**config.mk**
```make
export PLATFORM = sky130hd
export DESIGN_NAME = uart_tx_fifo
export DESIGN_NICKNAME = d
export VERILOG_FILES = /design/src/rtl/uart_tx_fifo_pkg.sv /design/src/rtl/uart_tx_fifo_sync_fifo_8b.sv /design/src/rtl/uart_tx_fifo.sv
export SDC_FILE = /design/constraint.sdc
export NUM_CORES = 1
export LEC_CHECK = 0
export ABC_AREA = 1
export CAP_MARGIN = 20
export CORE_UTILIZATION = 45
export DETAILED_ROUTE_END_ITERATION = 7
export GPL_TIMING_DRIVEN = 0
export HOLD_SLACK_MARGIN = 0.08
export PLACE_DENSITY_LB_ADDON = 0.25
export RECOVER_POWER = 100
export SYNTH_ARGS = -nofsm -noshare
export SYNTH_HDL_FRONTEND = slang
export SYNTH_SLANG_ARGS = --single-unit
```
**constraint.sdc**
```tcl
create_clock -name clk_uart_i -period 4.42 [get_ports clk_uart_i]
set_input_delay 0.663 -clock clk_uart_i [delete_from_list [all_inputs] [get_ports clk_uart_i]]
set_output_delay 0.663 -clock clk_uart_i [all_outputs]
set_load 0.05 [all_outputs]
```
**src/rtl/uart_tx_fifo_pkg.sv**
```systemverilog
// Shared constants and types for the UART transmit-side FIFO and dispatcher.
package uart_tx_fifo_pkg;

    // Width of one UART payload byte.
    localparam int unsigned UART_BYTE_W = 8;

    // Transmitter clocks per bit; the transmitter instance must use the same value.
    localparam int unsigned DEFAULT_CLKS_PER_BIT = 521;

    // Dispatcher states: IDLE waits for a byte and a free transmitter,
    // WAIT holds the presented byte until the frame completes.
    typedef enum logic {
        StIdle = 1'b0,
        StWait = 1'b1
    } disp_state_e;

endpackage

```
**src/rtl/uart_tx_fifo_sync_fifo_8b.sv**
```systemverilog
// Generic synchronous byte FIFO with registered occupancy and overflow pulse.
module uart_tx_fifo_sync_fifo_8b
    import uart_tx_fifo_pkg::*;
#(
    parameter int unsigned DEPTH = 16
) (
    input  logic                   clk_uart_i,
    input  logic                   rst_i,
    input  logic                   push_i,
    input  logic                   pop_i,
    input  logic [UART_BYTE_W-1:0] wr_data_i,
    output logic [UART_BYTE_W-1:0] rd_data_o,
    output logic                   full_o,
    output logic                   empty_o,
    output logic [$clog2(DEPTH):0] count_o,
    output logic                   overflow_o
);

    localparam int unsigned AW = $clog2(DEPTH);
    localparam int unsigned CW = AW + 1;

    logic [UART_BYTE_W-1:0] mem_q [DEPTH];
    logic [AW-1:0]          wr_ptr_q;
    logic [AW-1:0]          rd_ptr_q;
    logic [CW-1:0]          count_q;
    logic                   overflow_q;
    logic                   pop_ok;
    logic                   push_ok;

    assign full_o     = (count_q == CW'(DEPTH));
    assign empty_o    = (count_q == '0);
    assign count_o    = count_q;
    assign overflow_o = overflow_q;
    assign rd_data_o  = mem_q[rd_ptr_q];

    // A pop from a full FIFO frees the slot the same-cycle push lands in.
    assign pop_ok  = pop_i && !empty_o;
    assign push_ok = push_i && (!full_o || pop_ok);

    // Storage array; contents need no reset since count gates every read.
    always_ff @(posedge clk_uart_i) begin
        if (push_ok) begin
            mem_q[wr_ptr_q] <= wr_data_i;
        end
    end

    // Pointers, occupancy and the dropped-push flag.
    always_ff @(posedge clk_uart_i or posedge rst_i) begin
        if (rst_i) begin
            wr_ptr_q   <= '0;
            rd_ptr_q   <= '0;
            count_q    <= '0;
            overflow_q <= 1'b0;
        end else begin
            overflow_q <= push_i && full_o && !pop_ok;
            if (push_ok) begin
                wr_ptr_q <= wr_ptr_q + AW'(1);
            end
            if (pop_ok) begin
                rd_ptr_q <= rd_ptr_q + AW'(1);
            end
            if (push_ok && !pop_ok) begin
                count_q <= count_q + CW'(1);
            end else if (pop_ok && !push_ok) begin
                count_q <= count_q - CW'(1);
            end
        end
    end

endmodule

```
**src/rtl/uart_tx_fifo.sv**
```systemverilog
// Byte FIFO plus dispatcher feeding a UART transmitter, with a done-watchdog.
module uart_tx_fifo
    import uart_tx_fifo_pkg::*;
#(
    parameter int unsigned DEPTH        = 16,
    parameter int unsigned CLKS_PER_BIT = DEFAULT_CLKS_PER_BIT,
    parameter int unsigned TIMEOUT_CLKS = 12 * CLKS_PER_BIT
) (
    input  logic                   clk_uart_i,
    input  logic                   rst_i,
    input  logic                   wr_en_i,
    input  logic [UART_BYTE_W-1:0] wr_data_i,
    output logic                   full_o,
    output logic                   empty_o,
    output logic [$clog2(DEPTH):0] count_o,
    output logic                   overflow_o,
    output logic                   timeout_o,
    output logic                   tx_dv_o,
    output logic [UART_BYTE_W-1:0] tx_byte_o,
    input  logic                   tx_active_i,
    input  logic                   tx_done_i,
    output logic                   busy_o
);

    localparam int unsigned WDW = $clog2(TIMEOUT_CLKS) + 1;

    disp_state_e            state_q;
    logic [WDW-1:0]         wd_cnt_q;
    logic                   tx_dv_q;
    logic [UART_BYTE_W-1:0] tx_byte_q;
    logic                   timeout_q;
    logic                   pop;
    logic                   fifo_empty;
    logic [UART_BYTE_W-1:0] fifo_rd_data;

    assign pop = (state_q == StIdle) && !fifo_empty && !tx_active_i;

    uart_tx_fifo_sync_fifo_8b #(
        .DEPTH(DEPTH)
    ) u_fifo (
        .clk_uart_i(clk_uart_i),
        .rst_i     (rst_i),
        .push_i    (wr_en_i),
        .pop_i     (pop),
        .wr_data_i (wr_data_i),
        .rd_data_o (fifo_rd_data),
        .full_o    (full_o),
        .empty_o   (fifo_empty),
        .count_o   (count_o),
        .overflow_o(overflow_o)
    );

    // Dispatcher: present one byte, hold it for the frame, await done or watchdog.
    always_ff @(posedge clk_uart_i or posedge rst_i) begin
        if (rst_i) begin
            state_q   <= StIdle;
            wd_cnt_q  <= '0;
            tx_dv_q   <= 1'b0;
            tx_byte_q <= '0;
            timeout_q <= 1'b0;
        end else begin
            tx_dv_q   <= 1'b0;
            timeout_q <= 1'b0;
            unique case (state_q)
                StIdle: begin
                    if (pop) begin
                        tx_byte_q <= fifo_rd_data;
                        tx_dv_q   <= 1'b1;
                        wd_cnt_q  <= '0;
                        state_q   <= StWait;
                    end
                end
                StWait: begin
                    // Done takes priority over a watchdog expiry in the same cycle.
                    if (tx_done_i) begin
                        state_q <= StIdle;
                    end else if (wd_cnt_q == WDW'(TIMEOUT_CLKS - 1)) begin
                        timeout_q <= 1'b1;
                        state_q   <= StIdle;
                    end else begin
                        wd_cnt_q <= wd_cnt_q + WDW'(1);
                    end
                end
            endcase
        end
    end

    assign tx_dv_o   = tx_dv_q;
    assign tx_byte_o = tx_byte_q;
    assign timeout_o = timeout_q;
    assign empty_o   = fifo_empty;
    assign busy_o    = !fifo_empty || (state_q != StIdle);

endmodule

```
==> impl_metrics.csv, run 1 <==
group,metric,value,unit
timing,setup_violations,0,
floorplan,num_rows,47,
timing,rsz0062_at_grt,"false",
final_layout,area_delta_synth_final,15.00,%
setup_path,cp_slowest_cell,"clkbuf_1",
route,via_per_inst,5.007,
run,cap_violations,3,
synth,async_flop_share,0.2335,
clocking,cts_buffers,17,
setup_path,endpoint_kind,"flip-flop",
route,wire_per_inst,16.27,um
timing,fin_worst_skew,8.424,ps
global_route,grt_max_degree,40,
timing,finalHoldViolCount,0,
clocking,cts-root-buf,"clkbuf_16",
setup_path,r2r-end,"u_fifo.count_o[4]",
synth,synthesis.area,7690,um2
setup_path,r2r_setup_slack,1140,ps
timing,fmax,0.3045,GHz
route,drtIter0Drc,394,
clocking,htreeDepth,4,
global_route,gr-total-overflow,0,
min_path,hold_path_class,"reg -> reg",
status,status,"finished, violations left",
setup_path,crit_type,"reg -> reg",
timing,slew_viol_final,58,
synth,synth_flop_cell,"edfxtp_1",
synth,postSynthNetCount,821,
place,dp_hpwl,12.27,mm
clocking,cts_tree,"done",
clocking,cts.clk_slew.worst_paths,70,ps
synth,muxShareOfSynthArea,0,
route,remaining_drc_errors,0,
synth,yosys.area_share.adder,0.01887,
synth,synth_top_family_by_area,"simple AND/OR/NAND/NOR gates",
clocking,cts-hold-fix-buffers,0,
floorplan,initial_utilization,0.4621,
floorplan,die_x,132.7,um
global_route,grt_pass1_vias,5149,
route,first_pass_iters,5,
global_route,antenna_found_initial,0,
setup_path,reg2reg_from,"u_fifo.count_o[3]",
floorplan,dieArea,17620,um2
synth,synth-compound-area-share,0.01725,
setup_path,arrival,3640,ps
setup_path,crit_path_cell_trace,"nor2_1, nand4_1, nand2_1, clkbuf_1, clkbuf_1, ha_1, inv_1, fa_1, nand2_1, nand2_1, a21oi_1, xor2_1, nand2_1, o21ai_0",
min_path,hold_depth,2,
synth,syn_area_per_cell,9.649,um2
timing,tns,0,ps
power,powerDensity,628.5,nW/um2
clocking,clock-sinks,167,
clocking,post_cts_buffers,0,
setup_path,reg2reg_depth,14,
final_layout,diodes,0,
floorplan,core,16640,um2
route,vias,5478,
setup_path,crit_path_start_kind,"flip-flop",
synth,synthCells,797,
timing,layout_min_cycle_time,3284,ps
final_layout,fin_nets,885,
synth,yosys.area_share.simple,0.2348,
place,io_buffers,31,
setup_path,slowest_delay,440,ps
final_layout,final_util,0.5314,
synth,synth_edf_count,128,
setup_path,worstPathMaxFanout,10,
synth,yosysSeqAreaShare,0.6267,
setup_path,crit_required,4770,ps
clocking,clk_latency,430,ps
final_layout,stdcell_area,8843,um2
global_route,grt_pass1_wl,28.10,mm
power,total_leakage_power,3.848,nW
place,place_area,8343,um2
timing,hold_ws,477.2,ps
timing,worst_pin_slew,1560,ps
floorplan,pin_count,32,
synth,yosysUniqueCellTypes,30,
synth,ys_seq_elements,167,
global_route,grtUsageTotal,0.2156,
route,routed_wl,17.80,mm
final_layout,drive_gt1_frac,0.06293,
status,violations,"capacitance limit, slew limit",
synth,synth-xor-area-share,0.01708,
route,ant_nets,0,
setup_path,crit_top_cell,"nand2_1",
clocking,clk_path_buf_depth,2,
clocking,ctsResizeCount,0,
timing,fin_crit_sh,0.7429,
min_path,hold_start,"tx_byte_o[6]",
timing,slew-limit-headroom,-0.04776,
power,p_total,0.005558,W
place,place.gp.congestion,0.8524,
power,vdd_ir_drop_max,369.5,uV
min_path,worstHoldEndpoint,"tx_byte_o[6]",
synth,yosys_warnings,0,
floorplan,die_h,132.7,um
## synthesized netlist by cell type (3+ instances only)
library cell,n,area [um2]
dfrtp_1,39,975.9
o21ai_2,5,43.79
nor3_1,18,90.09
nand3_1,118,590.6
xor2_1,11,96.34
o21ai_0,11,55.05
nor2_1,24,90.09
edfxtp_1,128,3844
clkbuf_1,5,18.77
nand4_1,5,31.28
nand2_1,249,934.7
buf_2,20,100.1
buf_6,3,33.78
xnor2_1,4,35.03
ha_1,10,125.1
inv_1,124,465.5
clkinv_1,3,11.26
o21ai_1,3,15.01
## routing by layer
metal | vias up | global-route usage | routed length (um)
met1 | 2588 | 0.2896 | 7835
met2 | 164 | 0.3515 | 8592
li1 | 2698 | - | -
met3 | 28 | 0.04406 | 1003
met5 | - | 0 | 0
met4 | 0 | 0.06833 | 372
## flip-flops by register name (all words and copies together) (netlist names)
register / count
state_q: 1
tx_byte_o: 8
u_fifo.rd_ptr_q: 4
u_fifo.overflow_o: 1
u_fifo.count_o: 5
u_fifo.mem_q: 128
tx_dv_o: 1
u_fifo.wr_ptr_q: 4
wd_cnt_q: 14
timeout_o: 1
## where the power goes
part           switching (W)  internal, W  total [W]  leakage [nW]
Combinational        0.00147     0.000588    0.00206          1.90
Sequential          0.000117      0.00192    0.00204          1.66
Clock               0.000663     0.000802    0.00146         0.293
## final cells by class
cell class                 count  area, um2
clock inverter                15      158.9
timing repair buffer          45      362.8
inverter                     129      484.2
fill                        1493       7799
multi-input combinational    470       2178
buffer                        31      138.9
clock buffer                  17      425.4
sequential                   167       4820
tap                          220      275.3
## through the flow
stage / std cells / setup slack [ps]
after floorplan: 797 / 1261
after global placement: 1048 / 1090
after detailed placement: 1059 / 1261
after CTS: 1091 / 1613
after global routing: 1094 / 752.4
final: 1094 / 1136
## cells by family after synthesis
family | count (synthesis)
AO/OA/AOI/OAI | 22
AND/OR/NAND/NOR | 422
buffers and inverters | 160
flip-flops | 167
XOR/XNOR | 15
adder cells (fa/ha/maj) | 11
## worst max-delay path: cells and delay by family (launching register included)
family | cells | cell delay, ps
AO/OA/AOI/OAI | 2 | 260
XOR/XNOR | 1 | 170
adder cells (fa/ha/maj) | 2 | 670
buffers and inverters | 3 | 940
flip-flops | 1 | 430
AND/OR/NAND/NOR | 6 | 730
## worst max path at each step
stage                                 start             endpoint  slack, ps  cells past startpoint
after global placement          tx_active_i  u_fifo.mem_q[15][0]       1090                      7
final                     u_fifo.count_o[3]    u_fifo.count_o[4]       1140                     14
after global routing      u_fifo.count_o[3]    u_fifo.count_o[4]        750                     14
after floorplan           u_fifo.count_o[3]    u_fifo.count_o[4]       1260                     15
after CTS                 u_fifo.count_o[3]               full_o       1610                      4
after detailed placement        tx_active_i    u_fifo.count_o[4]       1260                     15
## cells in the final DEF, fill, tap and decap left out
cell type and count:
clkinv_2 3, o21ai_2 2, ha_1 10, xor2_1 11, o22a_1 1, clkbuf_16 17
inv_2 1, edfxtp_1 128, nor3_1 18, nor2_1 24, inv_8 4, nand2_1 253
nor2_2 1, clkdlybuf4s50_1 3, clkinv_4 1, bufinv_16 1, o21ai_1 1, clkbuf_1 26
fa_1 1, inv_6 5, buf_2 18, dfrtp_1 39, inv_1 125, o21ai_0 16
dlygate4sd3_1 28, nand3_1 119, clkinv_8 1, nor3b_1 1, xnor2_1 4, buf_1 1
nor3_2 1, a21oi_1 2, nand4_1 5, clkinv_1 3
Note: power is estimated with default switching activity, not from simulation.
==> run 2, diff against run 1 <==
==> constraint.sdc (replaced) <==
create_clock -name clk_uart_i -period 3.35 [get_ports clk_uart_i]
set_input_delay 0.5025 -clock clk_uart_i [delete_from_list [all_inputs] [get_ports clk_uart_i]]
set_output_delay 0.5025 -clock clk_uart_i [all_outputs]
set_load 0.05 [all_outputs]
==> impl_metrics.csv, run 2 (synthesis gave the netlist of run 1 again) <==
group,metric,value,unit
timing,setup_violations,0,
route,remaining_drc_errors,0,
route,wire_per_inst,16.33,um
route,vias,5490,
place,io_buffers,31,
min_path,hold_path_class,"reg -> reg",
route,via_per_inst,5.018,
floorplan,pin_count,32,
place,place_inst,1059,
global_route,grtUsageTotal,0.2156,
floorplan,initial_utilization,0.4621,
floorplan,dieArea,17620,um2
clocking,cts_tree,"done",
final_layout,final_cells,1094,
final_layout,layout_commonest_cell,"nand2_1",
setup_path,crit_path_start_kind,"flip-flop",
route,routed.top_layer,"met4",
timing,finalHoldViolCount,0,
timing,slew-limit-headroom,-0.03842,
clocking,clk_path_buf_depth,2,
place,post-place-ws,351.8,ps
final_layout,layout_common_cells,"252 x nand2_1, 128 x edfxtp_1, 125 x inv_1, 119 x nand3_1, 39 x dfrtp_1",
timing,layout_min_cycle_time,3015,ps
clocking,cts-root-buf,"clkbuf_16",
global_route,antenna_found_initial,0,
clocking,post_cts_buffers,0,
setup_path,arrival,3050,ps
timing,tns,0,ps
timing,rsz0062_at_grt,"false",
global_route,grt_max_degree,40,
timing,slew_viol_final,49,
setup_path,reg2reg_depth,7,
final_layout,fin_nets,885,
route,routed_wl,17.86,mm
setup_path,crit_path_cell_trace,"inv_1, nand4_1, nand2_1, nand2_1, nand2_2, clkbuf_1, nor3_1",
final_layout,diodes,0,
route,first_pass_iters,5,
route,drtIter0Drc,399,
clocking,clk_latency,430,ps
global_route,gr-total-overflow,0,
final_layout,fillers,1490,
floorplan,num_rows,47,
clocking,ctsResizeCount,0,
place,place.gp.congestion,0.8524,
setup_path,cp_slowest_cell,"nor3_1",
setup_path,worstPathMaxFanout,10,
timing,fin_worst_skew,5.769,ps
setup_path,crit_top_cell,"nand2_1",
final_layout,largest_reg_flops,128,
floorplan,die_h,132.7,um
place,dp_hpwl,12.27,mm
final_layout,drive_gt1_frac,0.06636,
floorplan,core,16640,um2
timing,hold_ws,477.2,ps
route,met3WireLength,1.032,mm
min_path,hold_depth,2,
route,ant_nets,0,
clocking,cts_buffers,17,
final_layout,stdcell_area,8857,um2
final_layout,area_delta_synth_final,15.18,%
place,place_area,8343,um2
setup_path,crit_type,"reg -> reg",
clocking,htreeDepth,4,
setup_path,crit_required,3380,ps
clocking,cts.clk_slew.worst_paths,70,ps
route,drt-met1-wl,7.860,mm
global_route,grt_pass1_vias,5149,
power,vdd_ir_drop_max,487.2,uV
route,wl_met2,8.612,mm
power,total_leakage_power,3.853,nW
setup_path,endpoint_kind,"flip-flop",
clocking,clock-sinks,167,
clocking,cts-hold-fix-buffers,0,
timing,fmax,0.3316,GHz
timing,worst_pin_slew,1546,ps
run,cap_violations,2,
status,status,"finished, violations left",
global_route,grt_pass1_wl,28.10,mm
power,powerDensity,828.5,nW/um2
floorplan,die_x,132.7,um
timing,fin_crit_sh,0.9001,
status,violations,"capacitance limit, slew limit",
setup_path,slowest_delay,1200,ps
timing,setup_ws,334.6,ps
final_layout,largest_register,"u_fifo.mem_q",
==> run 2: changes by cell type in the layout (fill, tap and decap cells not counted), sizes merged <==
| cell | delta |
|---|---|
| clkbuf | -1 |
| buf | +1 |
==> run 2: worst paths after layout <==
path | startpoint | endpoint | slack [ps]
hold / removal | tx_byte_o[6] | tx_byte_o[6] | 480
hold reg to reg | tx_byte_o[6] | tx_byte_o[6] | 480
setup reg to reg | u_fifo.count_o[0] | u_fifo.mem_q[6][6] | 330
setup / recovery | u_fifo.count_o[0] | u_fifo.mem_q[6][6] | 330
max in group asynchronous | rst_i | u_fifo.rd_ptr_q[1] | 1480
min in group asynchronous | rst_i | u_fifo.overflow_o | 970
==> run 2: layout make-up <==
class	count	area (um2)	share of cell area
Sequential cell	167	4820	0.5441
Multi-Input combinational cell	470	2186	0.2468
Tap cell	220	275.3	0.03108
Timing Repair Buffer	45	362.8	0.04097
Inverter	129	484.2	0.05467
Clock buffer	17	425.4	0.04803
Clock inverter	15	158.9	0.01794
Buffer	31	145.1	0.01639
==> run 2: critical path, delay by kind of cell (launching register included) <==
kind	cells	cell delay [ps]
buf+inv	2	340
flops	1	460
simple gates	5	1780
==> run 2: per-stage QoR <==
step,util,power (W)
floorplan,-,0.004571
global placement,0.4973,0.005454
detailed placement,0.5013,0.005499
CTS,0.5364,0.007424
global route,0.5322,0.007733
finish,0.5322,0.007338
==> run 2: metal layers <==
| metal | vias to the layer above | global-route usage |
|---|---|---|
| li1 | 2698 | - |
| met1 | 2612 | 0.2896 |
| met2 | 151 | 0.3515 |
| met3 | 29 | 0.04406 |
| met4 | 0 | 0.06833 |
| met5 | - | 0 |
==> run 2: where the power goes <==
group,internal (W),leakage [nW],switching (W)
sequential,0.00253,1.66,0.000155
combinational,0.000779,1.90,0.00194
clock,0.00106,0.293,0.000876
==> run 3, diff against run 2 <==
--- a/config.mk
+++ b/config.mk
@@ -16,3 +16,4 @@
 export SYNTH_ARGS = -nofsm -noshare
 export SYNTH_HDL_FRONTEND = slang
 export SYNTH_SLANG_ARGS = --single-unit
+export TNS_END_PERCENT = 100
==> results of run 3 <==
No change in the layout: final DEF, timing and power equal those of run 2.
